===== src/rtl/addsub_pkg.sv =====
// Shared types and default sizing for the pipelined adder/subtractor.
package addsub_pkg;
  typedef enum logic {ADD = 1'b0, SUB = 1'b1} op_e;

  localparam int DEF_WIDTH  = 16;
  localparam int DEF_STAGES = 4;
endpackage


===== src/rtl/addsub_slice.sv =====
// One slice of the carry chain: plain W-bit ripple add, purely combinational.
module addsub_slice #(
  parameter int W = 4
) (
  input  logic [W-1:0] a,
  input  logic [W-1:0] b,
  input  logic         cin,
  output logic [W-1:0] sum,
  output logic         cout,
  output logic         msb_cin
);
  logic [W:0] c;

  always_comb begin
    c    = '0;
    sum  = '0;
    c[0] = cin;
    for (int k = 0; k < W; k++) begin
      sum[k]   = a[k] ^ b[k] ^ c[k];
      c[k+1]   = (a[k] & b[k]) | (c[k] & (a[k] ^ b[k]));
    end
  end

  assign cout    = c[W];
  assign msb_cin = c[W-1];
endmodule


===== src/rtl/pipelined_addsub.sv =====
// Carry-chain pipelined add/sub: rank 0 captures operands, rank i+1 holds the
// result after slice i; every rank shifts together under a single advance.
module pipelined_addsub
  import addsub_pkg::*;
#(
  parameter int WIDTH  = DEF_WIDTH,
  parameter int STAGES = DEF_STAGES
) (
  input  logic             clk,
  input  logic             rst_n,
  input  logic             in_valid,
  output logic             in_ready,
  input  logic [WIDTH-1:0] a,
  input  logic [WIDTH-1:0] b,
  input  logic             cin,
  input  op_e              op,
  output logic             out_valid,
  input  logic             out_ready,
  output logic [WIDTH-1:0] sum,
  output logic             cout,
  output logic             ovf
);
  localparam int SLICE = (STAGES < 1) ? WIDTH : WIDTH / STAGES;

  if (STAGES < 1 || (WIDTH % STAGES) != 0) begin : g_param_err
    $error("pipelined_addsub: WIDTH must be a multiple of STAGES and STAGES >= 1");
  end

  logic                          advance;
  logic [STAGES:0]               vld_pipe_q, vld_pipe_d;
  logic [STAGES-1:0][WIDTH-1:0]  a_q, a_d, b_q, b_d;
  logic [STAGES:0]               c_q, c_d;
  logic [STAGES:1][WIDTH-1:0]    s_q, s_d;
  logic                          ovf_q, ovf_d;

  logic [STAGES-1:0][SLICE-1:0]  sl_sum;
  logic [STAGES-1:0]             sl_cout, sl_msbc;

  for (genvar g = 0; g < STAGES; g++) begin : g_slice
    addsub_slice #(.W(SLICE)) u_slice (
      .a       (a_q[g][g*SLICE +: SLICE]),
      .b       (b_q[g][g*SLICE +: SLICE]),
      .cin     (c_q[g]),
      .sum     (sl_sum[g]),
      .cout    (sl_cout[g]),
      .msb_cin (sl_msbc[g])
    );
  end

  // Operand bits below the active slice of the last rank are dead; synthesis prunes them.
  logic unused_consumed;
  assign unused_consumed = ^{a_q[STAGES-1], b_q[STAGES-1]};

  always_comb begin
    a_d        = '0;
    b_d        = '0;
    c_d        = '0;
    s_d        = '0;
    advance    = !vld_pipe_q[STAGES] || out_ready;
    vld_pipe_d = {vld_pipe_q[STAGES-1:0], in_valid};

    a_d[0] = a;
    b_d[0] = (op == SUB) ? ~b : b;
    c_d[0] = (op == SUB) ? 1'b1 : cin;
    for (int i = 1; i < STAGES; i++) begin
      a_d[i] = a_q[i-1];
      b_d[i] = b_q[i-1];
    end

    for (int i = 0; i < STAGES; i++) c_d[i+1] = sl_cout[i];

    s_d[1][SLICE-1:0] = sl_sum[0];
    for (int i = 1; i < STAGES; i++) begin
      s_d[i+1]                   = s_q[i];
      s_d[i+1][i*SLICE +: SLICE] = sl_sum[i];
    end

    ovf_d = sl_cout[STAGES-1] ^ sl_msbc[STAGES-1];
  end

  always_ff @(posedge clk) begin
    if (!rst_n) begin
      vld_pipe_q <= '0;
      a_q        <= '0;
      b_q        <= '0;
      c_q        <= '0;
      s_q        <= '0;
      ovf_q      <= 1'b0;
    end else if (advance) begin
      vld_pipe_q <= vld_pipe_d;
      a_q        <= a_d;
      b_q        <= b_d;
      c_q        <= c_d;
      s_q        <= s_d;
      ovf_q      <= ovf_d;
    end
  end

  assign in_ready  = advance;
  assign out_valid = vld_pipe_q[STAGES];
  assign sum       = s_q[STAGES];
  assign cout      = c_q[STAGES];
  assign ovf       = ovf_q;
endmodule


===== config.mk =====
export PLATFORM = sky130hd
export DESIGN_NAME = pipelined_addsub
export DESIGN_NICKNAME = d
export VERILOG_FILES = /design/src/rtl/addsub_pkg.sv /design/src/rtl/addsub_slice.sv /design/src/rtl/pipelined_addsub.sv
export SDC_FILE = /design/constraint.sdc
export NUM_CORES = 1
export LEC_CHECK = 0
export BUFFER_PORTS_ARGS = -buffer_cell sky130_fd_sc_hd__buf_2
export CAP_MARGIN = 20
export CORE_MARGIN = 5
export CORE_UTILIZATION = 50
export DETAILED_ROUTE_END_ITERATION = 12
export HOLD_SLACK_MARGIN = 0.02
export PLACE_DENSITY = 0.67
export SETUP_SLACK_MARGIN = 0.05
export SLEW_MARGIN = 15
export SYNTH_ARGS = -nofsm -noshare
export SYNTH_HDL_FRONTEND = slang
export SYNTH_SLANG_ARGS = --single-unit

===== constraint.sdc =====
create_clock -name clk -period 2.3 [get_ports clk]
set_input_delay 0.46 -clock clk [delete_from_list [all_inputs] [get_ports clk]]
set_output_delay 0.46 -clock clk [all_outputs]
set_load 0.02 [all_outputs]

# Word level (Yosys, flattened, before mapping)
# Index checks and enable logic that the tools add are counted.
# totals
regBits	179
input_bits	38
elab_cells	101
# classes
n_mux	2
bitwise	82
reduce_logical	2
# op_table
operator	count
bitwise XOR 1 bit	33
AND 1 bit	32
2-to-1 mux 16 bit	1
inverter 16 bit	1
OR 1 bit	16
logical NOT 1 bit	1
logical OR 1 bit	1
2-to-1 mux 1 bit	1

# Depth between registers and ports, before layout
# Gate-level depths: netlist (run 1).
# logic_depth
depth_word	10
depth_mapped	10
mapped_depth_nobuf	10

# Cells and area by module
# Synthesis (run 1) repeated with hierarchy kept, for this count alone.
# unflattened
cells_unflattened	617
hier_area_um2	5421.4
# modules_own_cells
module	instances	cells_per_inst	area_per_inst_um2	seq_area_each_um2
pipelined_addsub	1	569	4981.0	2622.5
addsub_slice	4	12	110.1	0.0

# Worst setup path before layout (run 1)
# Ideal clock, no wire load.
# synth_timing
path_type	register to register
start	register a_q[60] in the netlist's numbering
end	register s_q, in the netlist sum[15]
t_arrival_ps	2003
path_slack_ps	239
path_stages_with_launch	10
cell_sequence	dfxtp_1 fa_1 inv_1 fa_1 inv_1 fa_1 inv_1 fa_1 nand2_1 o211a_1
# synth_between
elab_chain_cells	8
elab_cells_between_ends	9
cone_classes	bitwise (9)
# synth_rtl
item	line	rtl
from (decl)	pipelined_addsub.sv:31	logic [STAGES-1:0][WIDTH-1:0] a_q, a_d, b_q, b_d;
from (signal assigned)	pipelined_addsub.sv:84	a_q <= '0;
from (signal assigned)	pipelined_addsub.sv:91	a_q <= a_d;
bitwise XOR 1 bit	addsub_slice.sv:20	c[k+1] = (a[k] & b[k]) | (c[k] & (a[k] ^ b[k]));
AND 1 bit	addsub_slice.sv:20	
OR 1 bit *	addsub_slice.sv:20	
AND 1 bit *	addsub_slice.sv:20	
OR 1 bit *	addsub_slice.sv:20	
AND 1 bit *	addsub_slice.sv:20	
OR 1 bit *	addsub_slice.sv:20	
bitwise XOR 1 bit *	addsub_slice.sv:19	sum[k] = a[k] ^ b[k] ^ c[k];
to (signal assigned)	pipelined_addsub.sv:87	s_q <= '0;
to (signal assigned)	pipelined_addsub.sv:94	s_q <= s_d;
to (decl)	pipelined_addsub.sv:33	logic [STAGES:1][WIDTH-1:0] s_q, s_d;
# Every way passes the cells marked *; elsewhere a longest branch is shown, timed or not.
# A chain may end at the register's enable or synchronous reset.

# Final worst setup path (run 1)
# Same ends and word-level chain as after synthesis.

==> results of run 1 <==
-- what timing repair did --
item / CTS / global route
endpoints found under the setup margin: 0 / 3
hold buffers: 0 / 0
resized for setup: 0 / 6
-- power groups by stage --
stage	clock, mW	combinational (mW)	sequential, mW
floorplan	0	0.222	2.49
global placement	0	0.307	2.49
detailed placement	0	0.313	2.49
CTS	2.76	0.317	2.44
global route	2.87	0.361	2.46
finish	2.71	0.312	2.44
-- state kept, by name, indices dropped and copies added (netlist names), 4 cells and up --
signal      flops
a_d            36
b_d            36
s_d            24
sum            16
c_q             5
vld_pipe_q      5
a_q             4
b_q             4
-- layout make-up --
type | count | share of cell area
multi-input cells | 397 | 0.376
clock inverters | 12 | 0.0246
well taps | 140 | 0.0280
flip-flops and latches | 131 | 0.420
repair buffers | 62 | 0.0601
inverters | 29 | 0.0178
clock buffers | 20 | 0.0729
-- Yosys cell counts --
cell	number
xnor2_1	17
nand3_1	2
o211a_1	12
inv_4	1
nor2b_4	1
nor3_1	1
o21ai_0	16
a21boi_0	28
dfxtp_1	131
a21boi_1	72
nor3b_1	1
clkbuf_1	12
nor2_1	1
buf_4	5
buf_6	12
buf_8	1
inv_1	28
nand2_1	213
a21oi_1	16
o21a_1	1
fa_1	16
buf_2	15
-- worst max path at each step --
stage	depth (start not counted)	end	startpoint	slack [ns]
final	9	sum[15]	a_q[60]	0.16
after global routing	10	ovf	a_q[60]	0.04
after CTS	9	sum[15]	a_q[60]	0.09
after detailed placement	9	sum[15]	a_q[60]	0.14
after global placement	9	sum[15]	a_q[60]	0.17
after floorplan	9	sum[15]	a_q[60]	0.24
-- metal layers --
layer | track usage | vias to the layer above
met1 | 0.212 | 1799
li1 | - | 1994
met2 | 0.256 | 52
met3 | 0.0424 | 13
met4 | 0.0618 | 0
met5 | 0 | -
-- critical path, cell delays in order, from the launching register on --
cell and delay [ns]:
dfxtp_2 0.33, fa_1 0.41, inv_1 0.08, fa_1 0.17, inv_1 0.05, fa_2 0.35
inv_1 0.08, fa_1 0.40, nand2_1 0.08, o211a_1 0.14
-- metrics by stage --
step | cell area (um2) | hold slack [ns] | util | std cells
4_1_cts | 6240 | 0.170 | 0.583 | 791
6_report | 6250 | 0.189 | 0.584 | 791
3_3_place_gp | 5630 | 0.434 | 0.526 | 759
2_1_floorplan | 5390 | 0.431 | - | 602
3_5_place_dp | 5630 | 0.443 | 0.526 | 759
5_1_grt | 6250 | 0.173 | 0.584 | 791
-- kinds of logic (layout without fill, tap and decap cells) --
family                     after synthesis  count (layout)  share of synthesized area
adders and majority gates               16              16                     0.0594
buffers and inverters                   74             123                     0.0778
xor gates and xnor gates                17              17                     0.0276
DFF                                    131             131                      0.487
AOI/OAI and AO/OA                      145             145                      0.193
and+or+nand+nor                        219             219                      0.156
==> out/metrics.csv, run 1 <==
metric;value;unit
most-common-layout-cells;nand2_1, dfxtp_1, a21boi_1;
min_path_cells;3;
fmax;468;MHz
antenna_found_initial;0;
yosys.area.top_type;dfxtp_1;
p_seq_frac;0.447;
synth_cells;602;
yosysSeqAreaShare;0.487;
wl_met1;4780;um
dieArea;0.0130;mm2
cts_made_buffers;17;
grt_use_total;0.162;
rr_endpoint;sum[15];
syn_avg_cell_area;8.95;um2
num_io_pins;58;
syn_to_final_growth;16.0;%
reg2reg_slack;0.16;ns
initial_utilization;0.504;
rsz0062_at_grt;yes;
grt_pass1_vias;3825;
met3WireLength;372;um
max-vdd-ir-drop;0.484;mV
drc;0;
drive_gt1_frac;0.157;
min_to;a_d[31];
rr_worst_depth;9;
top_layer_used;met4;
die_height;114;um
fillers;997;
grt_pass1_wl;17200;um
post-route-period-util;0.929;
totalWireLength;9690;um
slew_viol_final;0;
cts_buffer_depth;2;
dp_hpwl;5850;um
rows;38;
htreeDepth;4;
maxCapViolCount;0;
worst-setup-path-type;reg -> reg;
min_from;a[15];
regArea;0.00263;mm2
via_count;3858;
synth_cell_type_count;22;
synth.net_count;656;
critPathMaxFanout;2;
first_pass_iters;4;
clock_sinks;131;
crit_required;2.75;ns
die_w;114;um
wl_met2;4410;um
avgViaCountPerCell;4.88;
synthTopCellsByArea;dfxtp_1, nand2_1, a21boi_1;
p_total;5.46;mW
switchingPower;1.19;mW
switching_share;0.217;
worst_slew_pin_slew;0.535;ns
p_int;4.27;mW
final.setup.tns;0;ns
dr.first_iter.drc_count;249;
drtAntennaViolNets;0;
powerDensity;874;mW/mm2
synth_top_cell_area_share;0.487;
coreArea;0.0107;mm2
pre_cts_ws;0.143;ns
r2r-start;a_q[60];
fin_nets;692;
mostFrequentLayoutCell;nand2_1;
hold_path.class;in -> reg;
wl_per_cell;12.3;um
io_buffers;57;
pwr-share-clk;0.495;
end_kind;flip-flop;
cts_tree;done;
clk_pin_slew;0.06;ns
skew;0.00713;ns
grt_max_degree;102;
status;complete, no violations;
place_congestion;0.736;
synthesis.area;0.00539;mm2
diodes;0;
finalSetupViolations;0;
layout_min_cycle_time;2.14;ns
multi_input_area;0.00235;mm2
yosysWarnings;0;
p_leak;2.62;nW
combPwrFrac;0.057;
grt_overflow_total;0;
arrival;2.59;ns
cp-start-kind;flip-flop;
clock_latency;0.51;ns
cts_setup_buffers;0;
root_buffer;clkbuf_8;
slew_headroom;0.643;
synth-seq-cells;131;
hold_viol_final;0;
fin_ws;0.164;ns
Power figures use the tool's default switching activity.
==> run 2, diff against run 1 <==
Settings changed: CAP_MARGIN 20 to default, CELL_PAD_IN_SITES_DETAIL_PLACEMENT from default to 0, CELL_PAD_IN_SITES_GLOBAL_PLACEMENT from default to 2, CORE_UTILIZATION 50 to 36, PLACE_DENSITY 0.67 to 0.76.
==> out/metrics.csv, run 2 (synthesized netlist as in run 1, its figures left out) <==
metric;value;unit;change
hold_path.class;in -> reg;;unchanged
syn_to_final_growth;15.8;%;was 16.0%
avgViaCountPerCell;4.71;;was 4.88
design_area;0.00624;mm2;was 0.00625 mm2
htreeDepth;4;;unchanged
clock_latency;0.42;ns;was 0.51 ns
pwr-share-clk;0.475;;was 0.495
first_pass_iters;4;;unchanged
via_count;3927;;was 3858
switching_share;0.217;;about the same
dieArea;0.0175;mm2;was 0.0130 mm2
grt_use_total;0.129;;was 0.162
fin_nets;692;;unchanged
worst_slew_pin_slew;0.484;ns;was 0.535 ns
post-route-period-util;0.915;;was 0.929
p_leak;2.60;nW;was 2.62 nW
most-common-layout-cells;nand2_1, dfxtp_1, a21boi_1;;unchanged
cts_tree;done;;unchanged
cts_made_buffers;17;;unchanged
cts_buffer_depth;2;;unchanged
clock_sinks;131;;unchanged
hold_viol_final;0;;unchanged
maxCapViolCount;0;;unchanged
drive_gt1_frac;0.143;;was 0.157
cts_setup_buffers;0;;unchanged
rows;44;;was 38
layout_min_cycle_time;2.11;ns;was 2.14 ns
dp_hpwl;6670;um;was 5850 um
fmax;475;MHz;was 468 MHz
grt_pass1_vias;3832;;was 3825
p_total;5.24;mW;was 5.46 mW
skew;0.00853;ns;was 0.00713 ns
finalSetupViolations;0;;unchanged
totalWireLength;10600;um;was 9690 um
drc;0;;unchanged
rsz0062_at_grt;no;;was yes
drtAntennaViolNets;0;;unchanged
wl_per_cell;12.7;um;was 12.3 um
status;complete, no violations;;unchanged
antenna_found_initial;0;;unchanged
switchingPower;1.14;mW;was 1.19 mW
dpl_cell_area;0.00569;mm2;was 0.00563 mm2
coreArea;0.0146;mm2;was 0.0107 mm2
p_seq_frac;0.466;;was 0.447
initial_utilization;0.369;;was 0.504
grt_max_degree;104;;was 102
io_buffers;57;;unchanged
end_kind;flip-flop;;unchanged
slew_headroom;0.677;;was 0.643
crit_required;2.66;ns;was 2.75 ns
critPathMaxFanout;2;;unchanged
die_w;132;um;was 114 um
dr.first_iter.drc_count;184;;was 249
grt_pass1_wl;18400;um;was 17200 um
slew_viol_final;0;;unchanged
worst-setup-path-type;reg -> reg;;unchanged
diodes;0;;unchanged
powerDensity;839;mW/mm2;was 874 mW/mm2
max-vdd-ir-drop;0.511;mV;was 0.484 mV
cp-start-kind;flip-flop;;unchanged
combPwrFrac;0.059;;was 0.057
clk_pin_slew;0.05;ns;was 0.06 ns
place_congestion;0.743;;was 0.736
die_height;132;um;was 114 um
arrival;2.47;ns;was 2.59 ns
mostFrequentLayoutCell;nand2_1;;unchanged
grt_overflow_total;0;;unchanged
num_io_pins;58;;unchanged
final.setup.tns;0;ns;unchanged
holdWs;0.287;ns;was 0.189 ns
p_int;4.10;mW;was 4.27 mW
root_buffer;clkbuf_16;;was clkbuf_8
run 2: cell types whose count changed in the layout (fill, tap and decap cells not counted), sizes merged:
cell and change:
clkbuf +7, clkinvlp -3, bufinv -3, clkinv -1, inv -1
run 2: power groups by stage:
| stage | Sequential, mW | Clock (mW) | Combinational [mW] |
|---|---|---|---|
| floorplan | 2.49 | 0 | 0.222 |
| global placement | 2.49 | 0 | 0.314 |
| detailed placement | 2.49 | 0 | 0.318 |
| CTS | 2.44 | 2.57 | 0.321 |
| global route | 2.46 | 2.67 | 0.362 |
| finish | 2.44 | 2.49 | 0.309 |
run 2: worst paths after layout:
kind,slack (ns),startpoint,depth (start not counted),end
setup reg to reg,0.19,a_q[60],9,sum[15]
hold reg to reg,0.44,sum[0],2,sum[0]
setup / recovery,0.19,a_q[60],9,sum[15]
hold / removal,0.29,in_valid,3,vld_pipe_q[0]
run 2: critical path: stages, from the launching register on:
cell     delay [ns]
dfxtp_1        0.32
fa_1           0.41
inv_1          0.08
fa_1           0.16
inv_1          0.05
fa_2           0.35
inv_1          0.08
fa_1           0.40
nand2_1        0.07
o211a_1        0.13
run 2: metal layers:
layer,share of wire,global-route usage,vias up
li1,-,-,1999
met1,0.48,0.166,1862
met2,0.46,0.196,48
met3,0.040,0.0431,18
met4,0.019,0.0577,0
met5,0,0,-
run 2: cell type report:
cell class,instances,area [um2]
multi-input cells,397,2350
clock buffers,27,533
well taps,184,230
inverters,29,111
clock inverters,4,20.0
fillers,1465,8350
repair buffers,62,375
flip-flops and latches,131,2620
run 2: metrics by stage:
step,setup WS (ns),cells,util
5_1_grt,0.0676,834,0.428
6_report,0.194,834,0.428
4_1_cts,0.123,834,0.428
3_3_place_gp,0.169,803,0.390
2_1_floorplan,0.239,602,-
3_5_place_dp,0.134,803,0.390
run 2: timing repair:
action,4_1_cts,5_1_grt
hold buffers,0,0
setup endpoints to repair,0,1
hold endpoints to repair,0,0
gates resized for setup,0,1
==> run 3, diff against run 2 <==
Settings changed: SYNTH_HIERARCHICAL from default to 1.
==> out/metrics.csv, run 3 <==
metric;value;unit;change
status;complete, no violations;;unchanged
finalSetupViolations;0;;unchanged
synth_commonest_cells;nand2_1, dfxtp_1, a21boi_1;;unchanged
critPathMaxFanout;2;;unchanged
wl_per_cell;12.9;um;was 12.7 um
synth_most_common_cell;nand2_1;;unchanged
dieArea;0.0176;mm2;was 0.0175 mm2
dp_cells;819;;was 803
cts_buffer_depth;2;;unchanged
worst_slew_pin_slew;0.468;ns;was 0.484 ns
mostFrequentLayoutCell;nand2_1;;unchanged
crit_required;2.60;ns;was 2.66 ns
diodes;0;;unchanged
holdWs;0.288;ns;was 0.287 ns
synth_cell_type_count;23;;was 22
antenna_found_initial;0;;unchanged
yosys.area.top_type;dfxtp_1;;unchanged
initial_utilization;0.370;;was 0.369
grt_pass1_vias;3759;;was 3832
slew_viol_final;0;;unchanged
hold_viol_final;0;;unchanged
cts_tree;done;;unchanged
fin_cells;848;;was 834
use_met1;0.163;;was 0.166
post-route-period-util;0.907;;was 0.915
rsz0062_at_grt;no;;unchanged
synth_adder_area_share;0.0591;;was 0.0594
hold_buffers;0;;unchanged
most-common-layout-cells;nand2_1, dfxtp_1, a21boi_1;;unchanged
powerDensity;845;mW/mm2;was 839 mW/mm2
dp_hpwl;6870;um;was 6670 um
coreArea;0.0146;mm2;about the same
post_cts_resized;0;;unchanged
p_leak;2.53;nW;was 2.60 nW
use_met2;0.207;;was 0.196
dpl_cell_area;0.00573;mm2;was 0.00569 mm2
fin_nets;708;;was 692
clk_pin_slew;0.05;ns;about the same
pre_cts_ws;0.210;ns;was 0.134 ns
arrival;2.38;ns;was 2.47 ns
die_w;133;um;was 132 um
synth-seq-cells;131;;unchanged
synth.net_count;671;;was 656
root_buffer;clkbuf_16;;unchanged
grt_pass1_wl;18500;um;was 18400 um
synth-async-reset-ratio;0;;unchanged
syn_to_final_growth;16.0;%;was 15.8%
fin_ws;0.213;ns;was 0.194 ns
synth_cells;617;;was 602
hold_path.class;in -> reg;;unchanged
clock_sinks;131;;unchanged
skew;0.00734;ns;was 0.00853 ns
synthTopCellsByArea;dfxtp_1, nand2_1, a21boi_1;;unchanged
place_congestion;0.687;;was 0.743
avgViaCountPerCell;4.60;;was 4.71
synth_compound_area_frac;0.188;;was 0.193
num_io_pins;58;;unchanged
use_met3;0.0368;;was 0.0431
yosys.area_share.simple;0.162;;was 0.156
final.setup.tns;0;ns;unchanged
layout_min_cycle_time;2.09;ns;was 2.11 ns
cp-start-kind;flip-flop;;unchanged
synth-edff-count;0;;unchanged
grt_use_total;0.129;;about the same
drc;0;;unchanged
htreeDepth;4;;unchanged
die_height;133;um;was 132 um
totalWireLength;10900;um;was 10600 um
grt-busiest-layer;met2;;unchanged
synth_xor_area_frac;0.0275;;was 0.0276
maxCapViolCount;0;;unchanged
synth_top_family_by_area;compound AO/OA/AOI/OAI gates;;unchanged
postLayoutCoreUtil;0.429;;was 0.428
first_pass_iters;4;;unchanged
via_count;3902;;was 3927
end_kind;flip-flop;;unchanged
cts_setup_buffers;0;;unchanged
design_area;0.00629;mm2;was 0.00624 mm2
yosysSeqAreaShare;0.484;;was 0.487
drive_gt1_frac;0.140;;was 0.143
yosysWarnings;6;;was 0
grt_overflow_total;0;;unchanged
io_buffers;57;;unchanged
worst-setup-path-type;reg -> reg;;unchanged
max-vdd-ir-drop;0.471;mV;was 0.511 mV
drtAntennaViolNets;0;;unchanged
synthesis.area;0.00542;mm2;was 0.00539 mm2
grt_max_degree;89;;was 104
clock_latency;0.41;ns;was 0.42 ns
dr.first_iter.drc_count;170;;was 184
slew_headroom;0.688;;was 0.677
cts_made_buffers;17;;unchanged
synth.mux.area_fraction;0;;unchanged
synth_top_cell_area_share;0.484;;was 0.487
fmax;479;MHz;was 475 MHz
ys.flop_type;dfxtp_1;;unchanged
syn_avg_cell_area;8.79;um2;was 8.95 um2
rows;44;;unchanged
p_total;5.31;mW;was 5.24 mW
==> run 3: layer usage <==
metal,wire [um],part of all wire
met1,5320,0.49
met2,5110,0.47
met3,307,0.028
met4,176,0.016
met5,0,0
==> run 3: final cells by class <==
cell class,count,area [um2]
Clock inverter,4,47.5
Tap cell,184,230
Sequential cell,131,2620
Timing Repair Buffer,63,383
Clock buffer,25,515
Inverter,33,126
Multi-Input combinational cell,408,2360
Fill cell,1528,8360
==> run 3: final timing paths <==
| kind | startpoint | depth (start not counted) | slack (ns) | end |
|---|---|---|---|---|
| max | b_q[60] | 8 | 0.21 | sum[15] |
| min | a[13] | 3 | 0.29 | a_d[29] |
| max reg2reg | b_q[60] | 8 | 0.21 | sum[15] |
| min reg2reg | sum[6] | 2 | 0.44 | sum[6] |
==> run 3: report_power, final <==
| group | internal (mW) | leakage [nW] | switching (mW) | total [mW] |
|---|---|---|---|---|
| Clock | 1.64 | 0.277 | 0.914 | 2.55 |
| Sequential | 2.38 | 1.07 | 0.0584 | 2.44 |
| Combinational | 0.154 | 1.17 | 0.165 | 0.319 |
| Total | 4.18 | 2.53 | 1.14 | 5.31 |
==> run 3: worst max-delay path, stage by stage (launching register included) <==
cell,delay (ns)
dfxtp_1,0.35
fa_1,0.17
inv_1,0.05
fa_1,0.37
fa_1,0.37
inv_1,0.10
fa_1,0.42
nand2_1,0.07
a21boi_0,0.07
==> run 3: logic make-up after synthesis <==
kind of cell             Yosys count
flip-flops                       131
AND/OR/NAND/NOR                  228
AO/OA/AOI/OAI                    147
adder cells (fa/ha/maj)           16
buffers and inverters             78
XOR/XNOR                          17
